[config.mk]
export PLATFORM = sky130hd
export DESIGN_NAME = ltl_report_collector
export DESIGN_NICKNAME = d
export VERILOG_FILES = /design/src/rtl/ltl_report_collector.sv
export SDC_FILE = /design/constraint.sdc
export NUM_CORES = 1
export LEC_CHECK = 0
export BUFFER_PORTS_ARGS = -buffer_cell sky130_fd_sc_hd__buf_4
export CORE_ASPECT_RATIO = 0.8
export CORE_UTILIZATION = 53
export CTS_CLUSTER_SIZE = 14
export DETAILED_ROUTE_END_ITERATION = 12
export GPL_TIMING_DRIVEN = 0
export PLACE_DENSITY = 0.78
export RECOVER_POWER = 50
export SKIP_CTS_REPAIR_TIMING = 1
export SYNTH_ARGS = -nofsm -noshare
export SYNTH_HDL_FRONTEND = slang
export SYNTH_SLANG_ARGS = --single-unit
[constraint.sdc]
create_clock -name clk -period 5.72 [get_ports clk]
set_input_delay 0 -clock clk [delete_from_list [all_inputs] [get_ports clk]]
set_output_delay 0 -clock clk [all_outputs]
set_load 0.02 [all_outputs]
[src/rtl/ltl_report_collector.sv]
// rtl/ltl_report_collector.sv - queues non-zero LTL automaton report events tagged with their symbol index
// Optional occupancy interrupt enabled by defining LTL_RPT_COLLECTOR_IRQ_EN.
module ltl_report_collector #(
  parameter int NUM_REPORTS = 4,
  parameter int IDX_W       = 16,
  parameter int DEPTH       = 8,
  parameter int IRQ_THRESH  = 4
) (
  input  logic                         clk,
  input  logic                         reset,
  input  logic                         run,
  input  logic                         clear,
  input  logic [NUM_REPORTS-1:0]       rpt_in,
  output logic                         out_valid,
  input  logic                         out_ready,
  output logic [IDX_W+NUM_REPORTS-1:0] out_data,
  output logic [$clog2(DEPTH+1)-1:0]   count,
  output logic                         overflow,
  output logic [7:0]                   drop_cnt,
  output logic                         irq
);

  localparam int PTR_W = $clog2(DEPTH);
  localparam int CNT_W = $clog2(DEPTH+1);
  localparam int ENT_W = IDX_W + NUM_REPORTS;

  logic [ENT_W-1:0] mem [DEPTH];
  logic [PTR_W-1:0] wr_ptr, rd_ptr;
  logic [CNT_W-1:0] cnt_q;
  logic [IDX_W-1:0] sym_idx, idx_q;
  logic             run_q;
  logic [ENT_W-1:0] last_q;
  logic             ovf_q;
  logic [7:0]       drop_q;

  logic evt, full, pop, push, drop;

  // Reports lag their symbol by one cycle, so pair them with the delayed run/index.
  always_comb begin
    evt  = run_q & (|rpt_in);
    full = (cnt_q == CNT_W'(DEPTH));
    pop  = out_valid & out_ready;
    push = evt & (~full | pop);
    drop = evt & full & ~pop;
  end

  assign out_valid = (cnt_q != '0);
  assign out_data  = out_valid ? mem[rd_ptr] : last_q;
  assign count     = cnt_q;
  assign overflow  = ovf_q;
  assign drop_cnt  = drop_q;

  always_ff @(posedge clk) begin
    if (push) begin
      mem[wr_ptr] <= {idx_q, rpt_in};
    end
  end

  always_ff @(posedge clk) begin
    if (reset || clear) begin
      wr_ptr  <= '0;
      rd_ptr  <= '0;
      cnt_q   <= '0;
      sym_idx <= '0;
      idx_q   <= '0;
      run_q   <= 1'b0;
      last_q  <= '0;
      ovf_q   <= 1'b0;
      drop_q  <= '0;
    end else begin
      run_q <= run;
      idx_q <= sym_idx;
      if (run) begin
        sym_idx <= sym_idx + 1'b1;
      end
      if (push) begin
        wr_ptr <= wr_ptr + 1'b1;
      end
      if (pop) begin
        rd_ptr <= rd_ptr + 1'b1;
        last_q <= mem[rd_ptr];
      end
      case ({push, pop})
        2'b10:   cnt_q <= cnt_q + 1'b1;
        2'b01:   cnt_q <= cnt_q - 1'b1;
        default: cnt_q <= cnt_q;
      endcase
      if (drop) begin
        ovf_q <= 1'b1;
        if (drop_q != 8'hFF) begin
          drop_q <= drop_q + 1'b1;
        end
      end
    end
  end

`ifdef LTL_RPT_COLLECTOR_IRQ_EN
  logic irq_q;

  always_ff @(posedge clk) begin
    if (reset || clear) begin
      irq_q <= 1'b0;
    end else begin
      irq_q <= (cnt_q >= CNT_W'(IRQ_THRESH)) | ovf_q;
    end
  end

  assign irq = irq_q;
`else
  assign irq = 1'b0;
`endif

endmodule

Word level (Yosys, flattened, before mapping)
Memories as Yosys holds them, arrays and structs flattened. A register that Yosys moved wholly into a read port is not among the register bits.
Index checks and enable logic that the tools add are counted.
{"block": "word_totals", "word_cells": 39, "out_inout_bits": 35, "ram_bits": 160, "memories": 1, "ff_bits": 72, "in_bits": 9}
{"block": "classes", "bitwise": 8, "n_reduce_logical": 5, "n_eq_ne": 4, "muxes": 6, "add_sub_neg": 6}
{"memory": "mem", "depth": 8, "width": 20, "rd": 1, "rd_clocked_by_memory_dff": 1, "wr": 1, "line_no": "27", "rtl": "logic [ENT_W-1:0] mem [DEPTH];"}
{"cell": "2-to-1 mux 20 bit", "n": 1}
{"cell": "adder 16 x 1 -> 16 bit (second input constant)", "n": 1}
{"cell": "adder 8 x 1 -> 8 bit (second input constant)", "n": 1}
{"cell": "!= test 8 bit (second input constant)", "n": 1}
{"cell": "case mux 4 bit (2 select lines)", "n": 1}
{"cell": "adder 3 x 1 -> 3 bit (second input constant)", "n": 2}
{"cell": "2-to-1 mux 3 bit", "n": 2}
{"cell": "AND 1 bit", "n": 5}
{"cell": "adder 4 x 1 -> 4 bit (second input constant)", "n": 1}
{"cell": "== test 4 bit (second input constant)", "n": 1}
{"cell": "nonzero test 4 bit", "n": 1}
{"cell": "OR reduction 4 bit", "n": 1}
{"cell": "subtractor 4 x 1 -> 4 bit (second input constant)", "n": 1}
{"cell": "== test 2 x 1 -> 1 bit (second input constant)", "n": 1}
{"cell": "== test 2 bit (second input constant)", "n": 1}
{"cell": "2-to-1 mux 1 bit", "n": 2}
{"cell": "NOT 1 bit", "n": 2}
{"cell": "AND reduction 2 bit", "n": 1}
{"cell": "nonzero test 2 bit", "n": 1}
{"cell": "logical OR 1 bit", "n": 1}
{"cell": "OR 1 bit", "n": 1}

Depth between registers and ports, before layout
Gate-level depths: netlist of the first run.
{"block": "logic_depth", "word_depth": 6, "mapped_depth": 9, "ltp_nobuf": 7}

Least setup slack after synthesis of the first run
No wires, ideal clock.
{"block": "synth_path", "kind": "register to register", "from": "reg cnt_q[0] (netlist: count[0])", "to": "mem mem[0][0] in the netlist's numbering (enable)", "t_required_ns": 5.272, "path_buffers": 0, "arrival_ns": 2.913, "slack_ns": 2.359, "setup_time_ns": 0.448, "stages_incl_launch_ff": 4, "synth_period_minus_slack_ns": 3.361, "path_cell_list": "dfxtp_1 nor3_4 a21o_2 nor4_1"}
{"block": "synth_via", "elab_chain_len": 6, "word_cells_on_any_way": 8, "classes_between": "eq/ne: 1; mux: 2; bitwise: 4; reduce/logical: 1"}
{"element": "from (decl)", "line_no": "29", "rtl": "logic [CNT_W-1:0] cnt_q;"}
{"element": "from (signal assigned)", "line_no": "84", "rtl": "2'b10: cnt_q <= cnt_q + 1'b1;"}
{"element": "from (signal assigned)", "line_no": "85", "rtl": "2'b01: cnt_q <= cnt_q - 1'b1;"}
{"element": "from (signal assigned)", "line_no": "86", "rtl": "default: cnt_q <= cnt_q;"}
{"element": "nonzero test 4 bit / == test 4 bit (equally long branches)", "line_no": "47, 41"}
{"element": "AND 1 bit / NOT 1 bit (equally long branches)", "line_no": "42, 43"}
{"element": "OR 1 bit (*)", "line_no": "43", "rtl": "push = evt & (~full | pop);"}
{"element": "AND 1 bit (*)", "line_no": "43"}
{"element": "2-to-1 mux 1 bit (*)", "line_no": "54", "rtl": "if (push) begin"}
{"element": "2-to-1 mux 1 bit (not written as such) (*)", "line_no": "55", "rtl": "mem[wr_ptr] <= {idx_q, rpt_in};"}
{"element": "to (decl)", "line_no": "27"}
Mark *: on every way between the ends. The rest lies on a longest branch, timed or not.

Worst setup path after layout of the first run
{"block": "layout_path", "from": "in rpt_in[1]", "to": "reg cnt_q[2] (netlist: count[2])"}
{"block": "layout_via", "elab_chain_len": 5, "word_cells_on_any_way": 7, "classes_between": "eq/ne: 2; mux: 1; bitwise: 2; reduce/logical: 2"}
{"element": "from (decl)", "line_no": "13", "rtl": "input logic [NUM_REPORTS-1:0] rpt_in,"}
{"element": "OR reduction 4 bit (*)", "line_no": "40", "rtl": "evt = run_q & (|rpt_in);"}
{"element": "AND 1 bit (*)", "line_no": "40"}
{"element": "AND 1 bit (*)", "line_no": "43"}
{"element": "== test 2 x 1 -> 1 bit / == test 2 bit (equally long branches)", "line_no": "83", "rtl": "case ({push, pop})"}
{"element": "case mux 4 bit (2 select lines) / nonzero test 2 bit (equally long branches)"}
Marked as above.
A chain may end at the register's enable or synchronous reset.

==> results of run 1 <==
-- critical path: stages --
cell and delay, ns:
sky130_fd_sc_hd__dlygate4sd3_1 0.55, sky130_fd_sc_hd__clkbuf_1 0.25, sky130_fd_sc_hd__o41ai_1 1.33, sky130_fd_sc_hd__nand2_1 0.26
sky130_fd_sc_hd__xnor2_1 0.23, sky130_fd_sc_hd__ha_1 0.20, sky130_fd_sc_hd__nor2_1 0.05, sky130_fd_sc_hd__a22o_1 0.23
sky130_fd_sc_hd__mux2_1 0.30
-- sequential cells by signal (all words and copies together), names as in the netlist, named ones only --
signal,count
wr_ptr,3
mem,160
run_q,1
drop_cnt,8
rd_ptr,3
count,4
idx_q,16
last_q,20
overflow,1
sym_idx,16
-- cell families (layout without fill, tap and decap cells) --
family                     after synthesis  in the layout
AOI/OAI and AO/OA                       97             97
adders and majority gates                5              5
DFF                                    235            235
other                                    1              1
xor gates and xnor gates                16             16
and+or+nand+nor                        129            129
buffers and inverters                   36            138
muxes                                   64             64
-- area by class of cell --
| class | count | area share (%) |
|---|---|---|
| clock buffer | 30 | 5.809 |
| inverter | 4 | 0.1426 |
| buffer | 32 | 1.366 |
| clock inverter | 11 | 1.259 |
| tap | 220 | 2.613 |
| multi-input combinational | 312 | 24.55 |
| sequential | 235 | 59.87 |
| timing repair buffer | 61 | 4.383 |
-- worst max-delay path by stage --
stage / start / end / cells after the start / slack, ns
6_report: rpt_in[1] / count[2] / 9 / 2.71
2_1_floorplan: count[0] / mem[0][0] / 3 / 2.36
3_3_place_gp: count[3] / mem[0][17] / 3 / 0.78
3_5_place_dp: count[0] / mem[7][13] / 5 / 3.26
5_1_grt: rpt_in[1] / count[2] / 9 / 2.55
4_1_cts: count[0] / out_data[19] / 6 / 3.09
-- synth_stat cells, types with 7 or more instances --
library cell               instances
sky130_fd_sc_hd__a21oi_1          54
sky130_fd_sc_hd__and2_1           15
sky130_fd_sc_hd__clkbuf_1         21
sky130_fd_sc_hd__dfxtp_1          75
sky130_fd_sc_hd__edfxtp_1        160
sky130_fd_sc_hd__mux2i_1          22
sky130_fd_sc_hd__mux4_2           40
sky130_fd_sc_hd__nand2_1          15
sky130_fd_sc_hd__nand3_1           7
sky130_fd_sc_hd__nor2_1           51
sky130_fd_sc_hd__nor3_1            8
sky130_fd_sc_hd__o21ai_0          26
sky130_fd_sc_hd__xnor2_1          10
-- power breakdown --
group / switching [W] / total, W / internal (W) / leakage [nW]
Clock: 0.000620 / 0.00151 / 0.000890 / 0.369
Sequential: 0.00000390 / 0.00181 / 0.00180 / 2.10
Combinational: 0.0000575 / 0.0000897 / 0.0000322 / 0.951
Total: 0.000682 / 0.00341 / 0.00273 / 3.42
-- placed cells by master, fill, tap and decap left out, types with 5 or more instances in the layout --
cell	synthesis	layout
sky130_fd_sc_hd__mux4_2	40	40
sky130_fd_sc_hd__mux2i_1	22	22
sky130_fd_sc_hd__dfxtp_1	75	75
sky130_fd_sc_hd__clkbuf_16	0	23
sky130_fd_sc_hd__nand4_1	5	6
sky130_fd_sc_hd__buf_4	1	27
sky130_fd_sc_hd__buf_6	2	10
sky130_fd_sc_hd__nor4_1	6	5
sky130_fd_sc_hd__xnor2_1	10	10
sky130_fd_sc_hd__ha_1	5	5
sky130_fd_sc_hd__nor2_1	51	48
sky130_fd_sc_hd__nand3_1	7	7
sky130_fd_sc_hd__clkinv_2	0	6
sky130_fd_sc_hd__dlygate4sd3_1	0	6
sky130_fd_sc_hd__nand2_1	15	15
sky130_fd_sc_hd__clkbuf_1	21	46
sky130_fd_sc_hd__and2_0	0	13
sky130_fd_sc_hd__o21ai_0	26	26
sky130_fd_sc_hd__a21oi_1	54	54
sky130_fd_sc_hd__edfxtp_1	160	160
sky130_fd_sc_hd__or3_1	5	5
sky130_fd_sc_hd__xor2_1	6	6
-- metal layers --
metal / global-route usage, % / wire length, µm / vias to the layer above
met5: 0 / 0 / -
met4: 7.088 / 455 / 0
met3: 4.981 / 1629 / 41
met2: 39.20 / 9872 / 264
met1: 30.90 / 8052 / 2759
li1: - / - / 2405
-- metrics by stage --
step / cell area [µm²] / utilization, %
3_5_place_dp: 9844 / 59.10
4_1_cts: 10590 / 63.56
2_1_floorplan: 9070 / -
3_3_place_gp: 9653 / 57.95
5_1_grt: 10530 / 63.23
6_report: 10530 / 63.23
==> summary.md, run 1 <==
The run gives 3.17 ns as the setup slack of the worst register-to-register path. The worst setup path is launched from an input pin. The proportion of layout cells with a drive suffix above 1 is 19.56%, and the area taken by flip-flops and latches is 6306 µm². Counting instances, the worst hold path has a depth of 4.

The type of the worst min-delay path is input pin to flip-flop. In the final design database the tool counted 683 nets. Power spread over the standard cell area amounts to 323.5 nW/µm². After synthesis the netlist holds a flip-flop and latch count of 235. VDD sags by at most 0.0002325 V. The share of cell area taken by muxes after synthesis was 12.61%; the share of the synthesized netlist area taken by xor and xnor gates was 1.545%. The cell type with the highest aggregate area in the netlist is sky130_fd_sc_hd__edfxtp_1. The count of nets left with antenna violations once routing finished came out at 0. The checks that failed: max-capacitance violations, max-slew violations. Measured against its own limit, the worst slew margin works out to -0.1203%.

For this block, the routed nets add up to 20.01 mm of wire. The core footprint is 16,660 µm², and the area taken by multi-input logic gates is 2586 µm². The worst reg2reg path startpoint was count[0]. The number of optimization iterations in the first detailed-route pass was 5; the relative area change from synthesis to final layout was 16.13%. The flow ran to the end, but the final reports show violations. For the routability-driven placement congestion ratio, the log shows 0.7845.

Clock tree synthesis inserted a total of 23 buffers. The routed via count was 5,469; the wire length per cell after detailed routing was 22.11 µm. The tools report the nature of the critical path endpoint as a flip-flop. For the number of max-capacitance violations reported, the log shows 1. Counting flops with a built-in enable in the synthesized netlist gives 160. Setup slack closes at 2.706 ns. The synthesized netlist devotes 0.6898% of its cell area to adder and majority cells. Counting tap cells, the placed design contains a total of 858 instances. The number of pins exceeding their max-slew limit in the final report was 1; the sequential fraction of the synthesis area was 69.53%. The final cell count without fillers was 905.

The initialized floorplan defines 42 standard-cell rows. For the setup slack at placement, the log shows 3.259 ns. Number of port buffers: 41. In this run the deepest clock path goes through 3 buffers. Worst hold slack: 0.0007985 ns. Measured in cells, the most critical reg-to-reg path has a length of 8.

The post-detailed-route via-to-cell ratio was 6.043. Adding up every negative setup slack in the final design gives 0 ns. The first-pass GRT wire length is 30.86 mm, and the die span in y is 119.0 µm. STA puts the critical path data required time at 6.11 ns. The first routing iteration left 381 violations. The clock latency on the worst-skew pair was 0.50 ns.

For the pin with the worst max-slew slack, the measured transition is 1.482 ns. The most used flip-flop cell after synthesis is sky130_fd_sc_hd__edfxtp_1. Setup repair after global routing left no endpoint under its margin. The number of global-route vias before repair was 5,627.

TritonCTS built the clock tree. The number of nets in the synthesized netlist is 597. Along the worst path, the maximum fanout reaches 10. The tools report the total half-perimeter wirelength after legalization and detailed placement as 12.73 mm. In this run the most critical hold path is launched from reset. Destination of the worst register-to-register timing path: count[2]. Counting every sink on the clock net gives 235. The logs give 0 for the final hold violation count and 1,140 for the fill cell instance count of the final layout.

Clock-pin slew was measured on the worst setup and hold paths at 0.07 ns. The logs give 3.40 ns for the arrival time at the worst endpoint and 3.416 nW for the static leakage. Clock tree root buffer cell: sky130_fd_sc_hd__clkbuf_16.

During synthesis, Yosys emitted a total of 0 warnings. Depth of the CTS H-tree: 1. The final critical path takes up 52.70% of the cycle. The synthesized cell area came out at 9070 µm².

For this configuration, the core starts out at a cell density of 54.45%. The total power consumption of the routed design is 0.003407 W, and the share of Yosys cell area claimed by the top area cell type is 52.97%. Entering global routing, the biggest net connects 16 pins. After synthesis, the largest family of logic cells by area is multiplexers. The async set-or-reset flop fraction in the synthesized netlist works out to 0%.

The area fraction in compound gates after synthesis was 6.511%; the I/O pin count was 44. Measured along the x axis, the die boundary spans 148.3 µm. Highest clock frequency the design can meet: 331.7 MHz. The run gives 0 as the initial antenna violation count.

The mean instance size in the synthesized netlist works out to 15.56 µm². The critical path in this run is classified as input pin to flip-flop. The combined global-route utilization of all metal layers was 23.45%; the shortest clock period the worst path allows after layout was 3.014 ns. For the synthesized instance count, the log shows 583. Area enclosed by the die boundary: 17,640 µm². The synthesized netlist devotes 7.311% of its cell area to simple gates. Final worst clock skew: 0.01541 ns. Worst hold endpoint: last_q[2]. The number of antenna diodes in the final layout is 0. The post-synthesis cell type count came out at 51. Setup violations remaining at the end of the flow were counted as 0. In the routed design, unresolved DRC markers number 0. For this run the aggregate overflow at the end of global routing stands at 0. Yosys attributes the largest share of cell area to sky130_fd_sc_hd__edfxtp_1 (53%), sky130_fd_sc_hd__dfxtp_1 (17%), sky130_fd_sc_hd__mux4_2 (9.9%).
Note: power is estimated with default switching activity, not from simulation.
==> run 2, diff against run 1 <==
--- a/config.mk
+++ b/config.mk
@@ -11,7 +11,7 @@
 export CTS_CLUSTER_SIZE = 14
 export DETAILED_ROUTE_END_ITERATION = 12
 export GPL_TIMING_DRIVEN = 0
-export PLACE_DENSITY = 0.78
+export PLACE_DENSITY = 0.81
 export RECOVER_POWER = 50
 export SKIP_CTS_REPAIR_TIMING = 1
 export SYNTH_ARGS = -nofsm -noshare
==> constraint.sdc (replaced) <==
create_clock -name clk -period 2.5 [get_ports clk]
set_input_delay 0 -clock clk [delete_from_list [all_inputs] [get_ports clk]]
set_output_delay 0 -clock clk [all_outputs]
set_load 0.02 [all_outputs]
==> summary.md, run 2 (same netlist as run 1, synthesis figures left out) <==
Once layout is complete, the utilization of the core stands at 63.74%. Clock-pin slew was measured on the worst setup and hold paths at 0.06 ns. Summed over all layers, the routed wires come to 19.58 mm.

The proportion of power drawn by the clock network is 42.4%. TritonCTS built the clock tree. The floorplan has 42 rows. The largest fanout on the critical path was 10. Global routing used 22.71% of the available tracks across all layers. The logs give 0 for the remaining number of nets flagged by the antenna check after routing and 6306 µm² for the area taken by flip-flops and latches. For the fill cell instance count of the final layout, the log shows 1,104. The critical path is of the flip-flop to primary output type. After routing the design area is 10,620 µm². The total clock sinks is 235, and the share of total power in combinational logic is 2.8%.

The die covers 17,640 µm². The wire length per cell after detailed routing was 21.69 µm; the final worst clock skew was 0.01995 ns. 0 antenna diodes ended up in the layout. In this run the power density over the cells is 710.7 nW/µm². Setup repair after global routing left no endpoint under its margin. Port buffering added 41 buffers. Registers are responsible for 54.8% of the overall power.

The tightest min-delay check is of the input pin to flip-flop type. STA classifies the critical path startpoint as a flip-flop. For this design, the slowest cell found on the critical path is sky130_fd_sc_hd__clkbuf_1.

The congestion estimate from routability-driven global placement came to 0.7806. The library cell used most frequently in the layout, excluding fill and tap cells, is sky130_fd_sc_hd__edfxtp_1. The number of pins exceeding their max-slew limit in the final report came out at 0.

Setup violations remaining at the end of the flow were counted as 0. The proportion of layout cells with a drive suffix above 1 is 20.79%, and the post-detailed-route via-to-cell ratio is 5.993. The final layout contains 681 nets. The tools report the depth of the CTS H-tree as 1. Global routing finished with a remaining overflow of 0. The highest clock frequency the design can meet is 402.6 MHz, and the relative area change from synthesis to final layout is 17.06%. The multi-input combinational cells in the finished layout cover a total of 2654 µm². In this run the deepest clock path goes through 3 buffers. The worst setup path is captured at a primary output. After detailed routing, the number of remaining DRC violations is 0. For the peak supply drop, the log shows 0.0004424 V. For the setup TNS, the log shows 0 ns. The routed via count is 5,412. Dividing the final minimum period by the clock period gives 99.36%. Traced cell by cell, the critical path runs through clkbuf_1, mux4_2, mux2i_1, a21oi_1, buf_4.

The die span in y came out at 119.0 µm. In the layout the commonest cells are sky130_fd_sc_hd__edfxtp_1 (160), sky130_fd_sc_hd__dfxtp_1 (75), sky130_fd_sc_hd__a21oi_1 (52), sky130_fd_sc_hd__nor2_1 (48), sky130_fd_sc_hd__mux4_2 (40). The floorplan step defined a core boundary enclosing 16,660 µm². For this design the static power due to leakage is 3.431 nW. The cell area after placement is 9868 µm², and the max-slew headroom at the worst pin is 22.24%. The data required time of the worst path was 2.50 ns.

For this run, the slowest stage of the critical path takes 0.53 ns. Before antenna repair, the detailed router went through 5 iterations. At the pin with the least slew margin, the transition time is 1.162 ns. For this design the total switching power over the nets is 0.001509 W.

The register with the most flip-flops in the layout has 160 of them. The flow ran to the end, and the final reports show no timing, DRC or antenna violations. After layout, the minimum clock period comes to 2.484 ns. The largest registers in the layout are mem (160), last_q (20). Summed over all nets, the half-perimeter wirelength after detailed placement is 12.52 mm. The logs give 54.45% for the initial core utilization and 44 for the I/O pin count. The tools report the clock buffer count from CTS as 22. The tools report the iteration-0 DRC count of the detailed router as 421. The arrival time at the worst endpoint is 2.48 ns. The run gives 0.006037 W as the internal power contribution. Measured along the x axis, the die boundary spans 148.3 µm.

Clock latency on the worst-skew pair, taken at its later pin, is 0.51 ns. The share of total power consumed by net switching came out at 19.99%. The initial antenna violation count came out at 0. The run gives 5,557 as the number of global-route vias before repair.

Entering global routing, the biggest net connects 16 pins. The tool flagged a number of max-cap violations equal to 0. The first global-routing pass estimated 29.94 mm of wire.

The clock tree root buffer cell is sky130_fd_sc_hd__clkbuf_16. For the final hold violation count, the log shows 0. The top register by number of flip-flops was mem.
-- run 2: per-stage QoR --
step	worst slack, ns	instances	hold WS, ns	power, W
2_1_floorplan	-0.3340	583	0.09887	0.004331
3_3_place_gp	-1.438	844	0.2664	0.004410
3_5_place_dp	0.04046	855	0.2807	0.004421
4_1_cts	-0.1655	895	-0.2497	0.007582
5_1_grt	0.005470	903	0.01990	0.007737
6_report	0.01608	903	0.004564	0.007546
-- run 2: power by group through the flow --
| stage | Clock, W | Combinational (W) | Sequential (W) |
|---|---|---|---|
| 6_report | 0.00320 | 0.000213 | 0.00414 |
| 5_1_grt | 0.00337 | 0.000228 | 0.00413 |
| 4_1_cts | 0.00324 | 0.000203 | 0.00413 |
| 3_5_place_dp | 0 | 0.000202 | 0.00422 |
| 3_3_place_gp | 0 | 0.000192 | 0.00422 |
| 2_1_floorplan | 0 | 0.000114 | 0.00422 |
-- run 2: critical path, delay by kind of cell, from the launching register on --
kind / cells / cell delay (ns)
buf+inv: 2 / 0.71
mux: 2 / 0.71
flops: 1 / 0.40
compound gates: 1 / 0.16
-- run 2: cell type report --
class | instances | area share, %
multi-input cells | 312 | 24.99
clock buffers | 35 | 5.927
repair buffers | 61 | 4.749
flip-flops and latches | 235 | 59.39
inverters | 4 | 0.1414
plain buffers | 31 | 1.650
clock inverters | 5 | 0.5539
well taps | 220 | 2.593
-- run 2: worst paths after layout --
check / start / endpoint / slack, ns / cells after the start
setup / recovery: flip-flop / out_data[11] / 0.02 / 5
setup reg to reg: count[0] / mem[7][5] / 0.19 / 5
hold / removal: reset / sym_idx[10] / 0.005 / 4
hold reg to reg: overflow / overflow / 0.47 / 2
-- run 2: layer usage --
metal / GRT usage (%) / up-vias / share of wire (%)
li1: - / 2405 / -
met1: 29.08 / 2720 / 40
met2: 37.85 / 233 / 49
met3: 4.253 / 54 / 6.8
met4: 10.05 / 0 / 3.3
met5: 0 / - / 0
